**src/rtl/lpc_io_dispatch_pkg.sv**
```systemverilog
// Shared types and helpers for the LPC I/O dispatcher.
package lpc_io_dispatch_pkg;

  // Dispatcher FSM encodings (3-bit).
  typedef enum logic [2:0] {
    StIdle   = 3'd0,
    StRdWait = 3'd1,
    StRdDone = 3'd2,
    StWrWait = 3'd3,
    StWrDone = 3'd4
  } disp_state_e;

  // Width of the target-ack timeout counter.
  localparam int unsigned CntW = 8;

  // Address window match: compare only the bits the mask keeps.
  function automatic logic addr_hit(input logic [15:0] addr,
                                    input logic [15:0] base,
                                    input logic [15:0] mask);
    return (addr & mask) == (base & mask);
  endfunction

endpackage

```
**src/rtl/lpc_io_dispatch_irq_arb.sv**
```systemverilog
// Registered priority arbiter: merges per-target IRQ levels onto one vector/flag pair.
module lpc_io_dispatch_irq_arb #(
  parameter int unsigned NTgt = 2
) (
  input  logic              clk_i,
  input  logic              nrst_i,
  input  logic [NTgt-1:0]   irq_i,
  input  logic [4*NTgt-1:0] irq_num_i,
  output logic [3:0]        irq_num_o,
  output logic              interrupt_o
);

  logic [3:0] num_q, num_d;
  logic       int_q;

  // Lowest asserted index wins; with nothing asserted the last vector is held.
  always_comb begin
    num_d = num_q;
    for (int i = int'(NTgt) - 1; i >= 0; i--) begin
      if (irq_i[i]) num_d = irq_num_i[4*i +: 4];
    end
  end

  // Output registers.
  always_ff @(posedge clk_i or negedge nrst_i) begin
    if (!nrst_i) begin
      num_q <= 4'd0;
      int_q <= 1'b0;
    end else begin
      num_q <= num_d;
      int_q <= |irq_i;
    end
  end

  assign irq_num_o   = num_q;
  assign interrupt_o = int_q;

endmodule

```
**src/rtl/lpc_io_dispatch.sv**
```systemverilog
// Routes lpc_periph I/O reads/writes to one of NTgt register-file targets and merges their IRQs.
module lpc_io_dispatch
  import lpc_io_dispatch_pkg::*;
#(
  parameter int unsigned         NTgt      = 2,
  parameter logic [NTgt*16-1:0]  TgtBase   = {16'h0FE0, 16'h03F8},
  parameter logic [NTgt*16-1:0]  TgtMask   = {16'hFFE0, 16'hFFF8},
  parameter int unsigned         Timeout   = 255,
  parameter logic [7:0]          DfltRdata = 8'hFF
) (
  input  logic              clk_i,
  input  logic              nrst_i,
  input  logic [15:0]       lpc_addr_i,
  input  logic [7:0]        lpc_wdata_i,
  input  logic              lpc_data_wr_i,
  output logic              lpc_wr_done_o,
  input  logic              lpc_data_req_i,
  output logic              lpc_data_rd_o,
  output logic [7:0]        lpc_rdata_o,
  output logic [3:0]        irq_num_o,
  output logic              interrupt_o,
  output logic [NTgt-1:0]   tgt_req_o,
  output logic              tgt_we_o,
  output logic [15:0]       tgt_addr_o,
  output logic [7:0]        tgt_wdata_o,
  input  logic [8*NTgt-1:0] tgt_rdata_i,
  input  logic [NTgt-1:0]   tgt_ack_i,
  input  logic [NTgt-1:0]   tgt_irq_i,
  input  logic [4*NTgt-1:0] tgt_irq_num_i,
  output logic              err_o
);

  localparam logic [CntW-1:0] TimeoutCnt = CntW'(Timeout);

  disp_state_e     state_q, state_d;
  logic            req_q, wr_q;
  logic [15:0]     addr_q, addr_d;
  logic [7:0]      wdata_q, wdata_d;
  logic [NTgt-1:0] tgt_req_q, tgt_req_d;
  logic            we_q, we_d;
  logic            rd_q, rd_d;
  logic            wr_done_q, wr_done_d;
  logic [7:0]      rdata_q, rdata_d;
  logic            err_q, err_d;
  logic [CntW-1:0] cnt_q, cnt_d;

  logic [NTgt-1:0] hit_sel;
  logic            hit_any;
  logic [7:0]      sel_rdata;
  logic            ack_sel, rise_rd, rise_wr;

  assign rise_rd = lpc_data_req_i & ~req_q;
  assign rise_wr = lpc_data_wr_i & ~wr_q;
  // tgt_req_q doubles as the selection, so acks from other targets never count.
  assign ack_sel = |(tgt_ack_i & tgt_req_q);

  // Address decode on the live address: lowest-index matching window wins.
  always_comb begin
    hit_sel = '0;
    hit_any = 1'b0;
    for (int unsigned i = 0; i < NTgt; i++) begin
      if (!hit_any && addr_hit(lpc_addr_i, TgtBase[16*i +: 16], TgtMask[16*i +: 16])) begin
        hit_sel[i] = 1'b1;
        hit_any    = 1'b1;
      end
    end
  end

  // Read data mux for the currently selected target.
  always_comb begin
    sel_rdata = DfltRdata;
    for (int unsigned i = 0; i < NTgt; i++) begin
      if (tgt_req_q[i]) sel_rdata = tgt_rdata_i[8*i +: 8];
    end
  end

  // Next-state and handshake logic.
  always_comb begin
    state_d   = state_q;
    addr_d    = addr_q;
    wdata_d   = wdata_q;
    tgt_req_d = tgt_req_q;
    we_d      = we_q;
    rd_d      = rd_q;
    wr_done_d = wr_done_q;
    rdata_d   = rdata_q;
    err_d     = err_q;
    cnt_d     = cnt_q;
    unique case (state_q)
      StIdle: begin
        if (rise_wr) begin
          // Write wins if both strobes rise together.
          addr_d  = lpc_addr_i;
          wdata_d = lpc_wdata_i;
          cnt_d   = '0;
          we_d    = 1'b1;
          if (hit_any) begin
            tgt_req_d = hit_sel;
            state_d   = StWrWait;
          end else begin
            err_d     = 1'b1;
            wr_done_d = 1'b1;
            state_d   = StWrDone;
          end
        end else if (rise_rd) begin
          addr_d = lpc_addr_i;
          cnt_d  = '0;
          we_d   = 1'b0;
          if (hit_any) begin
            tgt_req_d = hit_sel;
            state_d   = StRdWait;
          end else begin
            rdata_d = DfltRdata;
            rd_d    = 1'b1;
            err_d   = 1'b1;
            state_d = StRdDone;
          end
        end
      end
      StRdWait: begin
        if (!lpc_data_req_i) begin
          tgt_req_d = '0;
          rd_d      = 1'b0;
          state_d   = StIdle;
        end else if (ack_sel) begin
          rdata_d   = sel_rdata;
          tgt_req_d = '0;
          rd_d      = 1'b1;
          state_d   = StRdDone;
        end else if (cnt_q == TimeoutCnt) begin
          rdata_d   = DfltRdata;
          err_d     = 1'b1;
          tgt_req_d = '0;
          rd_d      = 1'b1;
          state_d   = StRdDone;
        end else begin
          cnt_d = cnt_q + CntW'(1);
        end
      end
      StRdDone: begin
        if (!lpc_data_req_i) begin
          rd_d    = 1'b0;
          state_d = StIdle;
        end
      end
      StWrWait: begin
        if (!lpc_data_wr_i) begin
          tgt_req_d = '0;
          wr_done_d = 1'b0;
          state_d   = StIdle;
        end else if (ack_sel || (cnt_q == TimeoutCnt)) begin
          if (!ack_sel) err_d = 1'b1;
          tgt_req_d = '0;
          wr_done_d = 1'b1;
          state_d   = StWrDone;
        end else begin
          cnt_d = cnt_q + CntW'(1);
        end
      end
      StWrDone: begin
        if (!lpc_data_wr_i) begin
          wr_done_d = 1'b0;
          state_d   = StIdle;
        end
      end
      default: begin
        tgt_req_d = '0;
        rd_d      = 1'b0;
        wr_done_d = 1'b0;
        state_d   = StIdle;
      end
    endcase
  end

  // State and output registers.
  always_ff @(posedge clk_i or negedge nrst_i) begin
    if (!nrst_i) begin
      state_q   <= StIdle;
      req_q     <= 1'b0;
      wr_q      <= 1'b0;
      addr_q    <= '0;
      wdata_q   <= '0;
      tgt_req_q <= '0;
      we_q      <= 1'b0;
      rd_q      <= 1'b0;
      wr_done_q <= 1'b0;
      rdata_q   <= DfltRdata;
      err_q     <= 1'b0;
      cnt_q     <= '0;
    end else begin
      state_q   <= state_d;
      req_q     <= lpc_data_req_i;
      wr_q      <= lpc_data_wr_i;
      addr_q    <= addr_d;
      wdata_q   <= wdata_d;
      tgt_req_q <= tgt_req_d;
      we_q      <= we_d;
      rd_q      <= rd_d;
      wr_done_q <= wr_done_d;
      rdata_q   <= rdata_d;
      err_q     <= err_d;
      cnt_q     <= cnt_d;
    end
  end

  assign lpc_wr_done_o = wr_done_q;
  assign lpc_data_rd_o = rd_q;
  assign lpc_rdata_o   = rdata_q;
  assign tgt_req_o     = tgt_req_q;
  assign tgt_we_o      = we_q;
  assign tgt_addr_o    = addr_q;
  assign tgt_wdata_o   = wdata_q;
  assign err_o         = err_q;

  lpc_io_dispatch_irq_arb #(
    .NTgt(NTgt)
  ) u_irq_arb (
    .clk_i      (clk_i),
    .nrst_i     (nrst_i),
    .irq_i      (tgt_irq_i),
    .irq_num_i  (tgt_irq_num_i),
    .irq_num_o  (irq_num_o),
    .interrupt_o(interrupt_o)
  );

endmodule

```
**config.mk**
```make
export PLATFORM = sky130hd
export DESIGN_NAME = lpc_io_dispatch
export DESIGN_NICKNAME = d
export VERILOG_FILES = /design/src/rtl/lpc_io_dispatch_pkg.sv /design/src/rtl/lpc_io_dispatch_irq_arb.sv /design/src/rtl/lpc_io_dispatch.sv
export SDC_FILE = /design/constraint.sdc
export NUM_CORES = 1
export LEC_CHECK = 0
export ABC_AREA = 1
export CORE_UTILIZATION = 45
export DETAILED_ROUTE_END_ITERATION = 6
export MAX_ROUTING_LAYER = met4
export PLACE_DENSITY = 0.79
export SLEW_MARGIN = 20
export SYNTH_ARGS = -nofsm -noshare
export SYNTH_HDL_FRONTEND = slang
export SYNTH_HIERARCHICAL = 1
export SYNTH_SLANG_ARGS = --single-unit
```
**constraint.sdc**
```tcl
create_clock -name clk_i -period 3.54 [get_ports clk_i]
set_input_delay 0.354 -clock clk_i [delete_from_list [all_inputs] [get_ports clk_i]]
set_output_delay 0.354 -clock clk_i [all_outputs]
set_load 0.02 [all_outputs]
```
==> results of run 1 <==
## final timing paths
check / endpoint / slack (ns)
hold reg to reg: lpc_rdata_o[1] / 0.47
min in group clk_i: lpc_rdata_o[1] / 0.47
setup / recovery: tgt_addr_o[3] / 1.53
setup reg to reg: tgt_addr_o[6] / 1.58
max in group asynchronous: lpc_rdata_o[5] / 2.69
hold / removal: cnt_q[3] / 0.02
## sequential cells by signal, indices dropped and copies added, names as in the netlist, 2 cells and up
name,cells
lpc_rdata_o,8
state_q,3
u_irq_arb/irq_num_o,4
tgt_addr_o,16
cnt_q,8
tgt_req_o,2
tgt_wdata_o,8
## power by group through the flow
stage               registers, mW  logic, mW  clock network (mW)
detailed placement           1.03       1.41                   0
CTS                          1.03       1.42               0.439
finish                       1.03       1.41               0.436
floorplan                    1.27      0.568                   0
global placement             1.03       1.40                   0
global route                 1.06       1.52               0.465
## worst max-delay path: stages
cell	delay, ns
clkdlybuf4s50_1	0.52
inv_1	0.08
nor2_2	0.17
inv_1	0.11
nand2_1	0.06
nand2_1	0.41
mux2_1	0.49
## Yosys cell counts
cell | n | area share (%)
nor2_1 | 26 | 3.3
dfrtp_1 | 48 | 40
inv_2 | 3 | 0.38
nand4_1 | 4 | 0.84
buf_6 | 1 | 0.38
nand2_1 | 113 | 14
o22ai_1 | 1 | 0.21
buf_2 | 3 | 0.50
inv_1 | 34 | 4.3
o21ai_1 | 1 | 0.17
mux2_2 | 19 | 7.1
inv_4 | 1 | 0.21
nor3b_1 | 3 | 0.75
nand3_2 | 1 | 0.33
nand3_1 | 53 | 8.9
nor3_1 | 2 | 0.33
a21oi_4 | 1 | 0.54
o21ai_0 | 17 | 2.8
buf_4 | 2 | 0.50
mux2_1 | 1 | 0.38
nand2_4 | 4 | 1.5
nor2_4 | 6 | 2.3
dfstp_2 | 8 | 7.0
ha_1 | 2 | 0.84
a21oi_1 | 1 | 0.17
and2_4 | 1 | 0.29
o21bai_1 | 2 | 0.50
nor2_2 | 2 | 0.42
nand2_2 | 4 | 0.84
## stage by stage
step           power (mW)  util [%]  worst slack [ns]  area, um^2  std cells
6_report             2.87      65.0              1.53        4150        542
5_1_grt              3.05      65.0              1.44        4150        542
4_1_cts              2.89      65.0              1.55        4150        542
3_5_place_dp         2.45      63.1              1.23        4030        534
3_3_place_gp         2.43      63.1              1.28        4030        534
2_1_floorplan        1.84         -              1.99        2990        364
## per-layer routing
layer	vias up	part of all wire [%]	global-route usage (%)
li1	1368	-	-
met1	1247	44	26.9
met2	77	49	38.1
met3	8	5.4	4.15
met4	0	1.3	6.63
met5	-	0	-
## kinds of logic after synthesis
| logic type | share of synthesized area, % |
|---|---|
| AOI/OAI and AO/OA | 4.43 |
| buffers and inverters | 6.23 |
| muxes | 7.52 |
| DFF | 47.1 |
| adders and majority gates | 0.836 |
| and+or+nand+nor | 33.8 |
## layout by cell type (no fill, tap or decap), drive strengths merged
| cell | n |
|---|---|
| nor2 | 34 |
| clkdlybuf4s50 | 97 |
| a21oi | 2 |
| ha | 2 |
| nand2 | 121 |
| inv | 38 |
| o22ai | 1 |
| mux2 | 20 |
| clkinv | 2 |
| o21bai | 2 |
| clkbuf | 5 |
| nand4 | 4 |
| nand3 | 54 |
| buf | 2 |
| bufinv | 1 |
| nor3 | 2 |
| dfstp | 8 |
| and2 | 1 |
| o21ai | 18 |
| nor3b | 3 |
| dfrtp | 48 |
## layout make-up
class | count | area [um^2] | area share [%]
timing repair buffer | 99 | 983 | 23.7
tap | 77 | 96.3 | 2.32
sequential | 56 | 1410 | 34.0
clock inverter | 3 | 47.5 | 1.15
inverter | 38 | 145 | 3.50
clock buffer | 5 | 68.8 | 1.66
multi-input combinational | 264 | 1400 | 33.7
==> flow_metrics.env, run 1 <==
export IMPL_outcome="finished clean"
export IMPL_via_per_inst=4.98
export IMPL_switchingPower_mw=1.11
export IMPL_clock_sinks=56
export IMPL_cp_startpoint="lpc_data_wr_i"
export IMPL_finalMaxSlewViolations=0
export IMPL_port_buffers=98
export IMPL_drc=0
export IMPL_yosysUniqueCellTypes=29
export IMPL_finalSetupTns_ns=0
export IMPL_reg2reg_depth=5
export IMPL_sequentialPowerShare_pct=35.7
export IMPL_post_dp_hpwl_mm=5.40
export IMPL_rsz0062_at_grt="false"
export IMPL_syn_num_nets=422
export IMPL_antenna_left=0
export IMPL_grt_first_pass_wirelength_mm=12.3
export IMPL_p_clk_share_pct=15.2
export IMPL_die_area_um2=6980
export IMPL_vdd_ir_drop_max_v=0.000488
export IMPL_crit_arrival_ns=2.20
export IMPL_required_ns=3.73
export IMPL_post_cts_buffers=0
export IMPL_die_w_um=83.6
export IMPL_ys_warn_count=6
export IMPL_startpoint_type="input pin"
export IMPL_min_path_type="input pin to async pin"
export IMPL_grt_total_usage_pct=22.3
export IMPL_powerDensity_nw_per_um2=692
export IMPL_drt_iter0_markers=121
export IMPL_grt_pass1_vias=2763
export IMPL_synth_area_um2=2990
export IMPL_nFillCells=515
export IMPL_cts_root_buf="clkbuf_8"
export IMPL_end_kind="flip-flop"
export IMPL_r2r_start="state_q[1]"
export IMPL_io_pins=99
export IMPL_cap_violations=0
export IMPL_ys_ff_latch=56
export IMPL_fin_nets=522
export IMPL_postSynthCellCount=364
export IMPL_finalWirelength_mm=7.15
export IMPL_crit_fanout=21
export IMPL_p_comb_share_pct=49.1
export IMPL_power_leakage_nw=1.92
export IMPL_clock_skew_ns=0.0129
export IMPL_hold_slack_ns=0.0153
export IMPL_setup_viol=0
export IMPL_ys_seq_area_share_pct=47.1
export IMPL_diodes=0
export IMPL_period_share_pct=56.7
export IMPL_clkTransAtPathRegs_ns=0.10
export IMPL_fp_row_count=29
export IMPL_h_tree_depth=2
export IMPL_cts_buffers_inserted=5
export IMPL_gp_congestion=0.866
export IMPL_critPathKind="input pin to flip-flop"
export IMPL_grt_max_degree=34
export IMPL_area_growth_pct=38.6
export IMPL_ctsResizeCount=0
export IMPL_drt_pass1_iter_count=4
export IMPL_hold_viol=0
export IMPL_vias=2700
export IMPL_drive_above_1_share_pct=12.9
export IMPL_slew_headroom_pct=52.0
export IMPL_period_needed_ns=2.01
export IMPL_coreArea_um2=6390
export IMPL_initial_core_util_pct=46.9
export IMPL_die_h_um=83.6
export IMPL_internal_power_mw=1.76
export IMPL_clock_latency_ns=0.32
export IMPL_antenna_found_initial=0
export IMPL_syn_area_per_cell_um2=8.23
export IMPL_overflow=0
export IMPL_cts_tree="yes"
export IMPL_switching_share_pct=38.8
export IMPL_wire_per_inst_um=13.2
export IMPL_hold_buffers=0
export IMPL_tightestPinTransition_ns=0.718
export IMPL_clock_fmax_mhz=498
export IMPL_clockBufferDepth=2
(Power assumes the default switching activity.)
==> run 2: changes to the inputs <==
--- a/config.mk
+++ b/config.mk
@@ -6,10 +6,10 @@
 export NUM_CORES = 1
 export LEC_CHECK = 0
 export ABC_AREA = 1
-export CORE_UTILIZATION = 45
+export CORE_UTILIZATION = 42
 export DETAILED_ROUTE_END_ITERATION = 6
 export MAX_ROUTING_LAYER = met4
-export PLACE_DENSITY = 0.79
+export PLACE_DENSITY = 0.77
 export SLEW_MARGIN = 20
 export SYNTH_ARGS = -nofsm -noshare
 export SYNTH_HDL_FRONTEND = slang
==> constraint.sdc (replaced) <==
create_clock -name clk_i -period 1.6 [get_ports clk_i]
set_input_delay 0.16 -clock clk_i [delete_from_list [all_inputs] [get_ports clk_i]]
set_output_delay 0.16 -clock clk_i [all_outputs]
set_load 0.02 [all_outputs]
==> flow_metrics.env, run 2 (synthesis results as in run 1) <==
export IMPL_outcome="finished clean"
export IMPL_r2r_start="state_q[0]"
export IMPL_fp_row_count=30
export IMPL_end_kind="flip-flop"
export IMPL_critPathKind="flip-flop to flip-flop"
export IMPL_drt_pass1_iter_count=4
export IMPL_grt_max_degree=25
export IMPL_clock_skew_ns=0.00890
export IMPL_clock_sinks=56
export IMPL_fin_cells=597
export IMPL_cts_root_buf="clkbuf_8"
export IMPL_overflow=0
export IMPL_layout_commonest_cell="nand2_1"
export IMPL_gp_congestion=0.888
export IMPL_drc=0
export IMPL_coreArea_um2=6830
export IMPL_slew_headroom_pct=63.3
export IMPL_postPlaceCellArea_um2=4340
export IMPL_port_buffers=98
export IMPL_period_share_pct=96.8
export IMPL_power_mw=6.47
export IMPL_die_area_um2=7470
export IMPL_startpoint_type="flip-flop"
export IMPL_antenna_found_initial=0
export IMPL_drive_above_1_share_pct=22.8
export IMPL_seq_area_um2=1420
export IMPL_rrSetupSlack_ns=0.05
export IMPL_period_needed_ns=1.55
export IMPL_area_growth_pct=51.2
export IMPL_layout_common_cells="106 x nand2_1, 88 x clkdlybuf4s50_1, 50 x nand3_1"
export IMPL_cts_buffers_inserted=5
export IMPL_finalMaxSlewViolations=0
export IMPL_multi_input_area_um2=1460
export IMPL_wire_per_inst_um=12.8
export IMPL_power_leakage_nw=2.12
export IMPL_nFillCells=568
export IMPL_min_path_type="input pin to async pin"
export IMPL_fin_nets=558
export IMPL_die_h_um=86.4
export IMPL_fin_area_um2=4530
export IMPL_finalWirelength_mm=7.66
export IMPL_clkTransAtPathRegs_ns=0.11
export IMPL_cap_violations=0
export IMPL_vias=2904
export IMPL_drt_iter0_markers=138
export IMPL_grt_first_pass_wirelength_mm=12.9
export IMPL_grt_pass1_vias=2873
export IMPL_clock_fmax_mhz=645
export IMPL_reg2reg_depth=6
export IMPL_via_per_inst=4.86
export IMPL_antenna_left=0
export IMPL_hold_viol=0
export IMPL_tightestPinTransition_ns=0.551
export IMPL_setup_viol=0
export IMPL_rsz0062_at_grt="true"
export IMPL_largest_reg_flops=16
export IMPL_finalSetupTns_ns=0
export IMPL_powerDensity_nw_per_um2=1430
export IMPL_initial_core_util_pct=43.8
export IMPL_r2r_end="tgt_wdata_o[4]"
export IMPL_post_dp_hpwl_mm=5.97
export IMPL_required_ns=1.82
export IMPL_placedCellCount=586
export IMPL_h_tree_depth=2
export IMPL_cp_startpoint="state_q[0]"
export IMPL_clockBufferDepth=2
export IMPL_grt_total_usage_pct=22.4
export IMPL_clock_latency_ns=0.33
export IMPL_vdd_ir_drop_max_v=0.000983
export IMPL_crit_fanout=9
export IMPL_io_pins=99
export IMPL_die_w_um=86.4
export IMPL_cts_tree="yes"
export IMPL_crit_arrival_ns=1.77
export IMPL_diodes=0
-- run 2: worst max-delay path by stage --
stage | to | cells after the start | slack [ns]
after floorplan | cnt_q[4] | 11 | 0.05
after global placement | state_q[1] | 10 | -0.24
after detailed placement | state_q[1] | 10 | -0.29
after CTS | lpc_rdata_o[3] | 9 | 0.006
after global routing | state_q[0] | 7 | -0.08
final | tgt_wdata_o[4] | 6 | 0.05
-- run 2: per-layer routing --
layer	global-route usage, %	vias to the layer above	wire length [um]
met5	-	-	0
met4	5.61	0	108
met3	5.62	11	480
met2	37.2	89	3770
met1	27.3	1357	3300
li1	-	1447	-
-- run 2: power breakdown --
group	internal, mW	total (mW)	switching [mW]	leakage, nW
sequential	1.98	2.26	0.287	0.671
combinational	1.59	3.36	1.77	1.40
clock	0.321	0.839	0.518	0.0487
total	3.89	6.47	2.58	2.12
-- run 2: what timing repair did --
item / CTS / global route
hold buffers: 1 / 0
gates cloned: 0 / 0
endpoints found under the setup margin: 25 / 46
setup buffers: 0 / 2
gates resized for setup: 13 / 21
endpoints found under the hold margin: 12 / 0
pin swaps: 3 / 14
-- run 2: worst max-delay path: stages, from the launching register on --
cell,delay (ns)
dfrtp_2,0.47
nor2_4,0.16
nand2_4,0.10
inv_4,0.12
nand2_2,0.11
buf_4,0.19
mux2_2,0.28
-- run 2: area by class of cell --
| cell class | count | area share (%) |
|---|---|---|
| sequential | 56 | 31.3 |
| inverter | 38 | 3.21 |
| tap | 96 | 2.65 |
| timing repair buffer | 135 | 28.5 |
| clock inverter | 3 | 0.580 |
| clock buffer | 5 | 1.52 |
| multi-input combinational | 264 | 32.3 |
-- run 2: stage by stage --
stage | utilization (%) | setup WS, ns | hold WS [ns]
5_1_grt | 66.3 | -0.0766 | 0.384
4_1_cts | 65.1 | 0.00616 | 0.368
2_1_floorplan | - | 0.0470 | -0.136
3_3_place_gp | 63.6 | -0.238 | 0.161
6_report | 66.3 | 0.0506 | 0.352
3_5_place_dp | 63.6 | -0.287 | 0.175
==> run 3: changes to the inputs <==
--- a/config.mk
+++ b/config.mk
@@ -6,10 +6,13 @@
 export NUM_CORES = 1
 export LEC_CHECK = 0
 export ABC_AREA = 1
-export CORE_UTILIZATION = 42
+export CELL_PAD_IN_SITES_DETAIL_PLACEMENT = 0
+export CELL_PAD_IN_SITES_GLOBAL_PLACEMENT = 1
+export CORE_UTILIZATION = 30
 export DETAILED_ROUTE_END_ITERATION = 6
 export MAX_ROUTING_LAYER = met4
-export PLACE_DENSITY = 0.77
+export PLACE_DENSITY_LB_ADDON = 0.1
+export RECOVER_POWER = 50
 export SLEW_MARGIN = 20
 export SYNTH_ARGS = -nofsm -noshare
 export SYNTH_HDL_FRONTEND = slang
==> flow_metrics.env, run 3 (synthesis results as in run 1) <==
export IMPL_outcome="finished clean"
export IMPL_grt_pass1_vias=2759
export IMPL_slew_headroom_pct=47.7
export IMPL_power_leakage_nw=2.20
export IMPL_gp_congestion=0.785
export IMPL_overflow=0
export IMPL_rrSetupSlack_ns=0.004
export IMPL_crit_arrival_ns=1.86
export IMPL_reg2reg_depth=10
export IMPL_io_pins=99
export IMPL_fin_area_um2=4680
export IMPL_hp_start="tgt_irq_num_i[0]"
export IMPL_grt_max_degree=57
export IMPL_grt_first_pass_wirelength_mm=12.8
export IMPL_finalWirelength_mm=8.04
export IMPL_critPathCapture="lpc_rdata_o[6]"
export IMPL_fin_nets=579
export IMPL_setup_viol=0
export IMPL_drt_iter0_markers=49
export IMPL_antenna_found_initial=0
export IMPL_via_per_inst=4.41
export IMPL_finalMaxSlewViolations=0
export IMPL_clock_skew_ns=0.0132
export IMPL_period_needed_ns=1.60
export IMPL_die_w_um=102
export IMPL_antenna_left=0
export IMPL_drc=0
export IMPL_clock_fmax_mhz=627
export IMPL_die_h_um=102
export IMPL_switching_share_pct=39.6
export IMPL_largest_reg_flops=16
export IMPL_cts_tree="yes"
export IMPL_tightestPinTransition_ns=0.784
export IMPL_clock_latency_ns=0.33
export IMPL_internal_power_mw=3.92
export IMPL_fp_row_count=36
export IMPL_diodes=0
export IMPL_startpoint_type="flip-flop"
export IMPL_drive_above_1_share_pct=24.3
export IMPL_h_tree_depth=2
export IMPL_cts_root_buf="clkbuf_8"
export IMPL_sequentialPowerShare_pct=34.3
export IMPL_layout_common_cells="109 x nand2_1, 85 x clkdlybuf4s50_1, 54 x buf_4"
export IMPL_port_buffers=98
export IMPL_hold_slack_ns=0.389
export IMPL_switchingPower_mw=2.57
export IMPL_r2r_end="lpc_rdata_o[6]"
export IMPL_end_kind="flip-flop"
export IMPL_period_share_pct=99.7
export IMPL_vdd_ir_drop_max_v=0.000768
export IMPL_clock_sinks=56
export IMPL_post_dp_hpwl_mm=6.08
export IMPL_cp_startpoint="cnt_q[1]"
export IMPL_clkTransAtPathRegs_ns=0.12
export IMPL_initial_core_util_pct=30.8
export IMPL_grt_total_usage_pct=16.3
export IMPL_wire_per_inst_um=12.3
export IMPL_crit_fanout=6
export IMPL_power_mw=6.50
export IMPL_required_ns=1.87
export IMPL_critPathKind="flip-flop to flip-flop"
export IMPL_clockBufferDepth=2
export IMPL_area_growth_pct=56.2
export IMPL_die_area_um2=10400
export IMPL_min_path_type="input pin to flip-flop"
export IMPL_rsz0062_at_grt="true"
export IMPL_r2r_start="cnt_q[1]"
export IMPL_hold_viol=0
export IMPL_powerDensity_nw_per_um2=1390
export IMPL_cap_violations=0
export IMPL_vias=2888
export IMPL_layout_commonest_cell="nand2_1"
export IMPL_drt_pass1_iter_count=4
export IMPL_postPlaceCellArea_um2=4500
export IMPL_p_clk_share_pct=13.2
export IMPL_cts_buffers_inserted=5
export IMPL_coreArea_um2=9730
export IMPL_p_comb_share_pct=52.5
export IMPL_finalSetupTns_ns=0
[run 3: cell types whose count changed in the layout (fill, tap and decap cells not counted), moves of 2 or more]
cell	delta
buf_12	-2
buf_4	+23
clkdlybuf4s50_1	-3
clkinv_4	-2
clkinvlp_4	+2
dfrtp_1	+2
dfrtp_2	-2
dlygate4sd3_1	+3
nand2_1	+3
nand2_4	-2
[run 3: what timing repair did]
| action | CTS | global route |
|---|---|---|
| endpoints found under the hold margin | 48 | 0 |
| cloned | 0 | 0 |
| pin swaps | 0 | 13 |
| endpoints found under the setup margin | 28 | 23 |
| buffers inserted | 1 | 6 |
| hold buffers | 1 | 0 |
| gates resized for setup | 12 | 13 |
[run 3: power groups by stage]
stage | Combinational, mW | Sequential (mW) | Clock (mW)
detailed placement | 3.45 | 2.26 | 0
floorplan | 1.26 | 2.82 | 0
CTS | 3.40 | 2.24 | 0.896
finish | 3.41 | 2.23 | 0.858
global placement | 3.47 | 2.25 | 0
global route | 3.72 | 2.30 | 0.945
[run 3: worst min-delay path by stage]
stage | slack (ns) | cells after the start | endpoint
floorplan | -0.14 | 0 | cnt_q[0]
global placement | 0.20 | 2 | cnt_q[3]
detailed placement | 0.19 | 2 | cnt_q[3]
CTS | 0.36 | 3 | cnt_q[3]
global route | 0.39 | 3 | u_irq_arb/irq_num_o[2]
finish | 0.39 | 3 | u_irq_arb/irq_num_o[0]
[run 3: cell type report]
class	instances	area [um^2]
fill	1008	5050
tap	133	166
clock buffer	5	68.8
timing repair buffer	156	1420
sequential	56	1410
clock inverter	3	26.3
inverter	38	145
multi-input combinational	264	1440
[run 3: metrics by stage]
stage | cells | worst slack, ns | utilization [%]
4_1_cts | 649 | -0.00202 | 47.3
5_1_grt | 655 | -0.107 | 48.1
3_3_place_gp | 639 | -0.256 | 46.2
2_1_floorplan | 364 | 0.0470 | -
6_report | 655 | 0.00424 | 48.1
3_5_place_dp | 639 | -0.304 | 46.2
[run 3: worst max-delay path: stages, from the launching register on]
cell,delay [ns]
dfrtp_1,0.37
ha_2,0.19
nand2_2,0.07
nor2_4,0.12
nand2_2,0.09
nand2_2,0.11
nand2_2,0.07
a21oi_4,0.22
buf_6,0.15
nand3_1,0.07
nand2_1,0.08
[run 3: per-layer routing]
| layer | global-route usage, % | routed length, um | part of all wire, % | vias up |
|---|---|---|---|---|
| met5 | - | 0 | 0 | - |
| met4 | 3.96 | 72 | 0.90 | 0 |
| met3 | 4.10 | 477 | 5.9 | 6 |
| met2 | 27.4 | 3950 | 49 | 69 |
| met1 | 19.5 | 3550 | 44 | 1330 |
| li1 | - | - | - | 1483 |
